File: src/rtl/mult_pkg.sv
`default_nettype none
// ---------------------------------------------------------------------------
// mult_pkg -- shared FSM encoding and default width for the MULT/DIV unit
// Rev 1.0
// ---------------------------------------------------------------------------
package mult_pkg;

  localparam int DEFAULT_WIDTH = 32;

  typedef enum logic [1:0] {
    IDLE = 2'd0,
    CALC = 2'd1,
    FIX  = 2'd2,
    DONE = 2'd3
  } mult_state_e;

endpackage
`default_nettype wire

File: src/rtl/iter_multiplier.sv
`default_nettype none
// ---------------------------------------------------------------------------
// iter_multiplier -- radix-2 shift-add multiplier, signed/unsigned, WIDTH+1 latency
// Rev 1.0
// ---------------------------------------------------------------------------
module iter_multiplier
  import mult_pkg::*;
#(
  parameter int WIDTH = DEFAULT_WIDTH
) (
  input  logic             clk,
  input  logic             reset,
  input  logic             start,
  input  logic             flush,
  input  logic             is_signed,
  input  logic [WIDTH-1:0] a,
  input  logic [WIDTH-1:0] b,
  output logic             busy,
  output logic             done,
  output logic [WIDTH-1:0] hi,
  output logic [WIDTH-1:0] lo
);

  localparam int               CNT_W     = $clog2(WIDTH) + 1;
  localparam logic [CNT_W-1:0] LAST_STEP = CNT_W'(WIDTH - 1);
  localparam logic [CNT_W-1:0] CNT_ONE   = CNT_W'(1);

  mult_state_e        state;
  logic [CNT_W-1:0]   count;
  logic [WIDTH-1:0]   mcand;
  logic [WIDTH-1:0]   acc_hi;
  logic [WIDTH-1:0]   acc_lo;
  logic               neg;
  logic [WIDTH-1:0]   a_mag;
  logic [WIDTH-1:0]   b_mag;
  logic [WIDTH:0]     step_sum;
  logic [2*WIDTH-1:0] product;

  // Magnitudes are taken unsigned, so |-2^(WIDTH-1)| = 2^(WIDTH-1) fits exactly.
  always_comb begin
    a_mag    = (is_signed && a[WIDTH-1]) ? ({WIDTH{1'b0}} - a) : a;
    b_mag    = (is_signed && b[WIDTH-1]) ? ({WIDTH{1'b0}} - b) : b;
    step_sum = {1'b0, acc_hi} + (acc_lo[0] ? {1'b0, mcand} : {(WIDTH+1){1'b0}});
    product  = {acc_hi, acc_lo};
  end

  // acc_lo starts as the multiplier; product bits shift in from the top as it drains.
  always_ff @(posedge clk) begin
    if (reset) begin
      state  <= IDLE;
      busy   <= 1'b0;
      done   <= 1'b0;
      hi     <= '0;
      lo     <= '0;
      count  <= '0;
      mcand  <= '0;
      acc_hi <= '0;
      acc_lo <= '0;
      neg    <= 1'b0;
    end else if (flush) begin
      state <= IDLE;
      busy  <= 1'b0;
      done  <= 1'b0;
    end else begin
      done <= 1'b0;
      case (state)
        IDLE: begin
          if (start) begin
            mcand  <= a_mag;
            acc_lo <= b_mag;
            acc_hi <= '0;
            count  <= '0;
            neg    <= (a[WIDTH-1] ^ b[WIDTH-1]) & is_signed;
            state  <= CALC;
            busy   <= 1'b1;
          end
        end
        CALC: begin
          acc_hi <= step_sum[WIDTH:1];
          acc_lo <= {step_sum[0], acc_lo[WIDTH-1:1]};
          count  <= count + CNT_ONE;
          if (count == LAST_STEP) begin
            state <= FIX;
          end
        end
        FIX: begin
          {hi, lo} <= neg ? ({(2*WIDTH){1'b0}} - product) : product;
          done     <= 1'b1;
          state    <= DONE;
        end
        DONE: begin
          state <= IDLE;
          busy  <= 1'b0;
        end
        default: begin
          state <= IDLE;
          busy  <= 1'b0;
        end
      endcase
    end
  end

endmodule
`default_nettype wire

File: config.mk
export PLATFORM = sky130hd
export DESIGN_NAME = iter_multiplier
export DESIGN_NICKNAME = d
export VERILOG_FILES = /design/src/rtl/mult_pkg.sv /design/src/rtl/iter_multiplier.sv
export SDC_FILE = /design/constraint.sdc
export NUM_CORES = 1
export LEC_CHECK = 0
export ABC_AREA = 1
export CORE_UTILIZATION = 30
export DETAILED_ROUTE_END_ITERATION = 7
export GPL_ROUTABILITY_DRIVEN = 0
export PLACE_DENSITY_LB_ADDON = 0.15
export SLEW_MARGIN = 5
export SYNTH_ARGS = -nofsm -noshare
export SYNTH_HDL_FRONTEND = slang
export SYNTH_SLANG_ARGS = --single-unit
File: constraint.sdc
create_clock -name clk -period 3.06 [get_ports clk]
set_input_delay 0.612 -clock clk [delete_from_list [all_inputs] [get_ports clk]]
set_output_delay 0.612 -clock clk [all_outputs]
set_load 0.02 [all_outputs]
==> results of run 1 <==
-- placed cells by master, fill, tap and decap left out, types with 4 or more instances in the layout --
cell             instances
a21oi_1                135
a31oi_1                 18
buf_4                   23
clkbuf_16               17
clkdlybuf4s50_1        133
dfxtp_1                170
ha_1                    40
inv_1                  353
inv_2                   12
nand2_1                670
nand2_2                  9
nand3_1                186
nand3_2                  4
nand3b_1                 8
nand4_1                 35
nor2_1                 316
nor2_2                  15
nor2_4                   7
nor3_1                  24
o21ai_0                 82
o21ai_1                 19
o21ai_2                  4
o221ai_1                 4
o22ai_1                 23
or2_2                    6
xor2_1                  44
-- final cells by class --
class                           instances  area share (%)
Clock buffer                           19            2.87
Clock inverter                         12            1.04
Inverter                              369            8.79
Multi-Input combinational cell       1685            51.2
Sequential cell                       171            21.7
Tap cell                              585            4.64
Timing Repair Buffer                  158            9.78
-- worst max-delay path, stage by stage, from the launching register on --
cell     delay (ns)
dfxtp_1        0.38
buf_4          0.31
nand2_1        0.11
inv_1          0.07
ha_1           0.28
nand2_1        0.15
inv_1          0.06
a21oi_1        0.14
nand2_1        0.11
nand2_1        0.08
nand2_1        0.14
nand2_1        0.15
nand2_1        0.06
nand2_1        0.06
nand3_1        0.06
a21oi_1        0.12
-- logic make-up (layout without fill, tap and decap cells) --
group,Yosys count,after routing,share of synthesized area (%)
AOI/OAI and AO/OA,307,307,12.8
and+or+nand+nor,1290,1290,41.3
xor gates and xnor gates,47,47,3.11
buffers and inverters,443,558,13.0
adders and majority gates,41,41,3.94
DFF,171,171,25.9
-- flip-flops by register name, summed over array words and instances, names as in the netlist, 2 cells and up --
signal  cells
state       2
count       6
acc_lo     32
lo         32
mcand      32
acc_hi     32
hi         32
-- power by group through the flow --
| stage | clock network (mW) | registers, mW | logic (mW) |
|---|---|---|---|
| 2_1_floorplan | 0 | 2.48 | 0.988 |
| 3_3_place_gp | 0 | 2.46 | 1.56 |
| 3_5_place_dp | 0 | 2.46 | 1.57 |
| 4_1_cts | 2.39 | 2.41 | 1.57 |
| 5_1_grt | 2.48 | 2.43 | 1.74 |
| 6_report | 2.33 | 2.41 | 1.58 |
-- worst max path at each step --
stage / start / endpoint / slack, ns / cells after the start
finish: acc_lo[0] / acc_hi[30] / 0.71 / 15
global route: acc_lo[0] / acc_hi[28] / 0.35 / 15
CTS: acc_lo[0] / acc_hi[30] / 0.71 / 15
detailed placement: b[0] / acc_lo[14] / 0.48 / 11
global placement: b[31] / acc_lo[1] / 0.49 / 6
floorplan: acc_lo[0] / acc_hi[31] / 0.79 / 18
-- stage by stage --
stage	util, %	hold WS, ns	instances	total power [mW]
after detailed placement	35.0	0.485	2968	4.03
after global placement	35.0	0.477	2968	4.02
final	36.5	0.493	2999	6.33
after CTS	36.5	0.495	2999	6.38
after global routing	36.5	0.509	2999	6.65
after floorplan	-	0.461	2299	3.47
-- per-layer routing --
layer / GRT usage, % / up-vias / routed length, µm / part of all wire (%)
li1: - / 7454 / - / -
met1: 30.0 / 6324 / 23200 / 50
met2: 32.2 / 407 / 19500 / 42
met3: 2.48 / 69 / 2380 / 5.1
met4: 7.40 / 0 / 1210 / 2.6
met5: 0 / - / 0 / 0
==> results.json, run 1 <==
{
  "outcome": "completed",
  "gr-usage-all-layers_pct": 21.0,
  "initial_utilization_pct": 30.6,
  "reg2reg_from": "acc_lo[0]",
  "drc": 0,
  "fill_cells": 4812,
  "min_path_type": "reg -> reg",
  "cp_data_arrival_time_ns": 2.74,
  "combPwrFrac_pct": 25.0,
  "multiInputGateArea_mm2": 0.00808,
  "drtAntennaViolNets": 0,
  "synth_ff_type": "dfxtp_1",
  "path_max_fanout": 30,
  "cts_buffers": 17,
  "setup_ws_ns": 0.708,
  "hold_violations": 0,
  "regArea_mm2": 0.00342,
  "clkSinkCount": 171,
  "cts_tree": "done",
  "cts_htree_levels": 4,
  "worstHoldPathCells": 2,
  "clock_power_share_pct": 36.9,
  "tightest_slew_ns": 0.893,
  "synth_top_area_share_pct": 25.9,
  "syn_inst": 2299,
  "yosys.area.top_type": "dfxtp_1",
  "postCtsHoldBufs": 0,
  "dpl_worst_slack_ns": 0.485,
  "viasPerCell": 4.75,
  "reg2reg_depth": 15,
  "cts_resized": 0,
  "crit_type": "reg -> reg",
  "switching_share_pct": 33.8,
  "drive_gt1_share_pct": 5.10,
  "wl_per_cell_um": 15.4,
  "hold_start": "count[1]",
  "drt-initial-drc-count": 1154,
  "cts-root-buf": "clkbuf_16",
  "synth_most_common_cell": "nand2_1",
  "die_area_mm2": 0.0449,
  "netlist_area_mm2": 0.0132,
  "p_seq_share_pct": 38.1,
  "hold_path_end": "count[1]",
  "max_freq_ghz": 0.425,
  "clockBufferDepth": 2,
  "synth_area_per_cell_um2": 5.75,
  "setup_viol": 0,
  "grt_pass1_wl_um": 73100,
  "skew_ns": 0.0127,
  "antenna_found_initial": 0,
  "syn2layout_area_growth_pct": 19.4,
  "r2r_end": "acc_hi[30]",
  "placed_area_mm2": 0.0152,
  "die_y_um": 212,
  "timing.final.crit_share_pct": 76.9,
  "clkSlewWorstSetupHoldPaths_ns": 0.07,
  "dr.pass1.iters": 6,
  "dr_total_vias": 14300,
  "pin_count": 135,
  "synth_commonest_cells": "670 x nand2_1, 355 x inv_1, 316 x nor2_1, 186 x nand3_1, 171 x dfxtp_1",
  "drv_slew": 0,
  "cp.required_ns": 3.45,
  "ys_async_sr_fraction_pct": 0,
  "min_period_ns": 2.35,
  "end_kind": "flip-flop",
  "synth_edf_count": 0,
  "syn_nets": 2409,
  "relSlewSlack_pct": 40.1,
  "internal_power_mw": 4.19,
  "netlist-cell-type-count": 50,
  "grt_max_degree": 87,
  "grt-ovfl-total": 0,
  "nets": 2512,
  "ir_drop_v": 0.000252,
  "antenna_cells": 0,
  "stdcell_area_mm2": 0.0158,
  "clock_latency_ns": 0.46,
  "hpwl_um": 37000,
  "fp.coreArea_mm2": 0.0433,
  "power_density_mw_per_mm2": 401,
  "synth_area_leaders": "dfxtp_1 26%, nand2_1 19%, inv_1 10%",
  "switching_power_mw": 2.14,
  "startpoint_type": "flip-flop",
  "maxCapViolations": 0,
  "wl_um": 46200,
  "p_leak_nw": 7.74,
  "tns_ns": 0,
  "postCtsSetupBuffers": 0,
  "portBuffers": 134,
  "die_w_um": 212,
  "yosysWarnings": 0,
  "rows": 76,
  "first_global_vias": 13400,
  "r2r_slack_ns": 0.71,
  "rsz0062_at_grt": "no",
  "ys_seq_area_share_pct": 25.9,
  "synth-seq-cells": 171
}
No activity file was read; power rests on OpenSTA's default activity.
==> run 2, diff against run 1 <==
- clock period: 3.06 -> 2.3 ns (I/O delays scaled with it)
==> run 2 against run 1 <==
Compared with the run above: non-clock buffer count rose by 74; final cell count rose by 2.5%; design area rose by 4.6%; die area did not move; combinational power rose by 40%; first-iteration DRC count fell by 2.5%; hold slack improved by 0.0030 ns; critical endpoint unchanged; highest routed layer unchanged.
==> results.json, run 2 (synthesis gave the netlist of run 1 again) <==
{
  "startpoint_type": "flip-flop",
  "die_area_mm2": 0.0449,
  "tightest_slew_ns": 0.631,
  "die_y_um": 212,
  "skew_ns": 0.0140,
  "worstHoldPathCells": 2,
  "stdcell_area_mm2": 0.0165,
  "rsz0062_at_grt": "yes",
  "first_global_vias": 13900,
  "initial_utilization_pct": 30.6,
  "antenna_cells": 0,
  "clock_latency_ns": 0.46,
  "power_density_mw_per_mm2": 515,
  "reg2reg_depth": 15,
  "rows": 76,
  "grtUsageMet3_pct": 3.40,
  "pin_count": 135,
  "min_period_ns": 2.16,
  "met1_usage_pct": 30.5,
  "gr-max-usage-layer": "met2",
  "cts_buffers": 17,
  "max_freq_ghz": 0.463,
  "grt_pass1_wl_um": 75100,
  "fin_cells": 3074,
  "grt_max_degree": 110,
  "cp.required_ns": 2.62,
  "dr.pass1.iters": 6,
  "tns_ns": 0,
  "maxCapViolations": 0,
  "clkSlewWorstSetupHoldPaths_ns": 0.07,
  "wl_um": 47400,
  "drive_gt1_share_pct": 8.84,
  "cp_data_arrival_time_ns": 2.48,
  "relSlewSlack_pct": 57.9,
  "wl_per_cell_um": 15.4,
  "final_common_cell": "nand2_1",
  "drt-initial-drc-count": 1125,
  "outcome": "completed",
  "clockBufferDepth": 2,
  "clkSinkCount": 171,
  "setup_ws_ns": 0.140,
  "drc": 0,
  "grt-ovfl-total": 0,
  "dpl_worst_slack_ns": 0.00417,
  "dr_total_vias": 14600,
  "syn2layout_area_growth_pct": 24.8,
  "ir_drop_v": 0.000476,
  "nets": 2586,
  "antenna_found_initial": 0,
  "portBuffers": 134,
  "postCtsSetupBuffers": 0,
  "hpwl_um": 37900,
  "setup_viol": 0,
  "dp_cells": 3042,
  "end_kind": "flip-flop",
  "cts_tree": "done",
  "timing.final.crit_share_pct": 93.9,
  "fp.coreArea_mm2": 0.0433,
  "drtAntennaViolNets": 0,
  "cts_htree_levels": 4,
  "final_cell_mix": "663 x nand2_1, 352 x inv_1, 311 x nor2_1, 183 x nand3_1, 169 x dfxtp_1",
  "die_w_um": 212,
  "min_path_type": "reg -> reg",
  "hold_violations": 0,
  "crit_type": "reg -> reg",
  "postCtsHoldBufs": 0,
  "gr-usage-all-layers_pct": 21.7,
  "path_max_fanout": 31,
  "drv_slew": 0,
  "p_leak_nw": 8.18,
  "use_met2_pct": 33.3,
  "placed_area_mm2": 0.0158,
  "cts-root-buf": "clkbuf_16",
  "viasPerCell": 4.74,
  "cts_resized": 0
}
-- run 2: changes by cell type in the layout (fill, tap and decap cells not counted), moves of 4 or more --
cell / delta
buf_12: +9
nand2_1: -7
buf_4: +65
a21oi_1: -4
nor2_1: -5
nor2_2: +5
nand2_2: +7
a21oi_2: +4
-- run 2: area by class of cell --
type | instances | area, µm²
Fill cell | 4830 | 26800
Tap cell | 585 | 732
Sequential cell | 171 | 3430
Timing Repair Buffer | 232 | 2210
Clock inverter | 13 | 156
Clock buffer | 19 | 443
Inverter | 369 | 1390
Multi-Input combinational cell | 1685 | 8140
-- run 2: critical path, stage by stage (launching register included) --
cell     delay, ns
dfxtp_2       0.35
buf_12        0.16
nand2_1       0.08
inv_1         0.05
ha_1          0.38
nand2_1       0.10
nor2_1        0.14
nand3_1       0.09
nand2_1       0.13
nand2_1       0.07
nand2_2       0.13
nand2_1       0.10
nand2_1       0.07
nand2_1       0.04
nand3_1       0.06
a21oi_1       0.06
-- run 2: path summary, 6_finish.rpt --
kind | slack (ns) | startpoint | end
setup reg to reg | 0.14 | acc_lo[0] | acc_hi[30]
setup / recovery | 0.14 | acc_lo[0] | acc_hi[30]
hold / removal | 0.50 | count[1] | count[1]
hold reg to reg | 0.50 | count[1] | count[1]
-- run 2: stage by stage --
step           hold slack (ns)  utilization [%]  power, mW
2_1_floorplan            0.461                -       4.61
3_3_place_gp             0.475             36.6       5.45
3_5_place_dp             0.490             36.6       5.46
4_1_cts                  0.501             38.0       8.56
5_1_grt                  0.521             38.1       8.95
6_report                 0.496             38.1       8.50
-- run 2: power breakdown --
| part | switching (mW) | internal (mW) | total (mW) | leakage [nW] |
|---|---|---|---|---|
| clock network | 1.41 | 1.66 | 3.07 | 0.298 |
| registers | 0.121 | 3.10 | 3.22 | 1.39 |
| logic | 1.43 | 0.785 | 2.21 | 6.49 |
| total | 2.95 | 5.55 | 8.50 | 8.18 |
-- run 2: metal layers --
layer	share of wire [%]	vias up	wire, µm
met1	50	6464	23500
met2	42	439	19900
met4	2.7	0	1270
met5	0	-	0
met3	5.6	63	2640
li1	-	7607	-
==> run 3, diff against run 2 <==
- DONT_BUFFER_PORTS: default -> 1
==> run 3 against run 2 <==
Compared with the run above: total power decreased by 3.8%; sequential share of layout area is 2.1 points higher; non-clock buffer count fell by 170; clock skew grew 0.0015 ns; global-route usage grew 0.21 points; die area unchanged; design area fell by 9.1%; largest power group unchanged.
==> results.json, run 3 (synthesis gave the netlist of run 1 again) <==
{
  "syn2layout_area_growth_pct": 13.4,
  "tns_ns": 0,
  "initial_utilization_pct": 30.6,
  "p_leak_nw": 7.49,
  "slowest_stage": "dfxtp_4",
  "pin_count": 135,
  "portBuffers": 0,
  "antenna_found_initial": 0,
  "grt_max_degree": 111,
  "die_area_mm2": 0.0449,
  "power_density_mw_per_mm2": 545,
  "cts_resized": 0,
  "setup_viol": 0,
  "final_common_cell": "nand2_1",
  "cp.required_ns": 2.65,
  "crit_type": "reg -> reg",
  "hold_violations": 0,
  "drive_gt1_share_pct": 9.01,
  "drv_slew": 0,
  "worstHoldPathCells": 1,
  "grt-ovfl-total": 0,
  "clkSlewWorstSetupHoldPaths_ns": 0.07,
  "cp_data_arrival_time_ns": 2.50,
  "postCtsSetupBuffers": 0,
  "rsz0062_at_grt": "yes",
  "min_path_type": "in -> reg",
  "viasPerCell": 4.77,
  "rows": 76,
  "max_freq_ghz": 0.466,
  "wl_um": 48300,
  "clkSinkCount": 171,
  "clock_latency_ns": 0.46,
  "gr-usage-all-layers_pct": 21.9,
  "clockBufferDepth": 2,
  "crit_buf_inv": 3,
  "dr_total_vias": 13900,
  "drt-initial-drc-count": 1003,
  "maxCapViolations": 0,
  "reg2reg_depth": 11,
  "ir_drop_v": 0.000461,
  "crit_family": "compound AO/OA/AOI/OAI gates",
  "tightest_slew_ns": 0.703,
  "path_max_fanout": 17,
  "fp.coreArea_mm2": 0.0433,
  "postCtsHoldBufs": 0,
  "critical-path-max-stage-delay_ns": 0.40,
  "min_period_ns": 2.15,
  "cts_buffers": 17,
  "startpoint_type": "flip-flop",
  "path_cells": "buf_12 -> nand2_1 -> inv_1 -> ha_2 -> nand2_1 -> inv_1 -> a21oi_2 -> nand3_2 -> o21ai_0 -> a21oi_1 -> o21a_1",
  "outcome": "completed",
  "die_w_um": 212,
  "cts_tree": "done",
  "drtAntennaViolNets": 0,
  "stdcell_area_mm2": 0.0150,
  "relSlewSlack_pct": 53.1,
  "wl_per_cell_um": 16.6,
  "drc": 0,
  "nets": 2416,
  "cts-root-buf": "clkbuf_16",
  "placed_area_mm2": 0.0142,
  "skew_ns": 0.0155,
  "hpwl_um": 38000,
  "fin_hold_ws_ns": 0.0909,
  "grt_pass1_wl_um": 74900,
  "first_global_vias": 12900,
  "cts_htree_levels": 4,
  "die_y_um": 212,
  "timing.final.crit_share_pct": 93.3,
  "fill_cells": 4874,
  "final_cell_mix": "658 x nand2_1, 352 x inv_1, 301 x nor2_1, 182 x nand3_1, 169 x dfxtp_1",
  "end_kind": "flip-flop",
  "dr.pass1.iters": 7,
  "path_depth": 11,
  "antenna_cells": 0
}
[run 3: cell count changes in the layout (fill, tap and decap cells not counted), moves of 5 or more]
cell and delta:
nand2_2 +5, nand2_1 -5, buf_4 -35, ha_1 -6
a21oi_2 +5, clkdlybuf4s50_1 -133, nor2_2 +9, a21oi_1 -5
nor2_1 -10
[run 3: report_power, final]
part	internal [mW]	switching [mW]	total, mW
Combinational	0.570	1.25	1.82
Clock	1.72	1.35	3.07
Sequential	3.10	0.188	3.28
Total	5.39	2.79	8.18
[run 3: path summary, 6_finish.rpt]
path / start / to / slack (ns)
setup / recovery: acc_lo[0] / acc_hi[11] / 0.15
hold / removal: reset / acc_lo[20] / 0.09
setup reg to reg: acc_lo[0] / acc_hi[11] / 0.15
hold reg to reg: count[1] / count[1] / 0.50
[run 3: cell type report]
class	instances	area (µm²)	area share (%)
clock buffer	20	437	2.91
clock inverter	12	165	1.10
inverter	369	1390	9.24
multi-input combinational	1685	8260	55.1
sequential	171	3430	22.9
tap	585	732	4.88
timing repair buffer	62	583	3.89
[run 3: through the flow]
stage / power [mW] / setup WS [ns] / utilization (%) / std cells
3_5_place_dp: 5.14 / 0.0723 / 32.8 / 2871
3_3_place_gp: 5.14 / 0.0848 / 32.8 / 2871
2_1_floorplan: 4.61 / 0.0297 / - / 2299
4_1_cts: 8.24 / 0.0383 / 34.2 / 2903
5_1_grt: 8.61 / -0.0362 / 34.7 / 2904
6_report: 8.18 / 0.155 / 34.7 / 2904
[run 3: routing by layer]
metal / part of all wire (%) / global-route usage [%] / vias to the layer above
met5: 0 / 0 / -
met4: 1.8 / 5.92 / 0
met3: 4.3 / 3.04 / 46
met2: 42 / 33.2 / 307
met1: 52 / 31.9 / 6235
li1: - / - / 7264
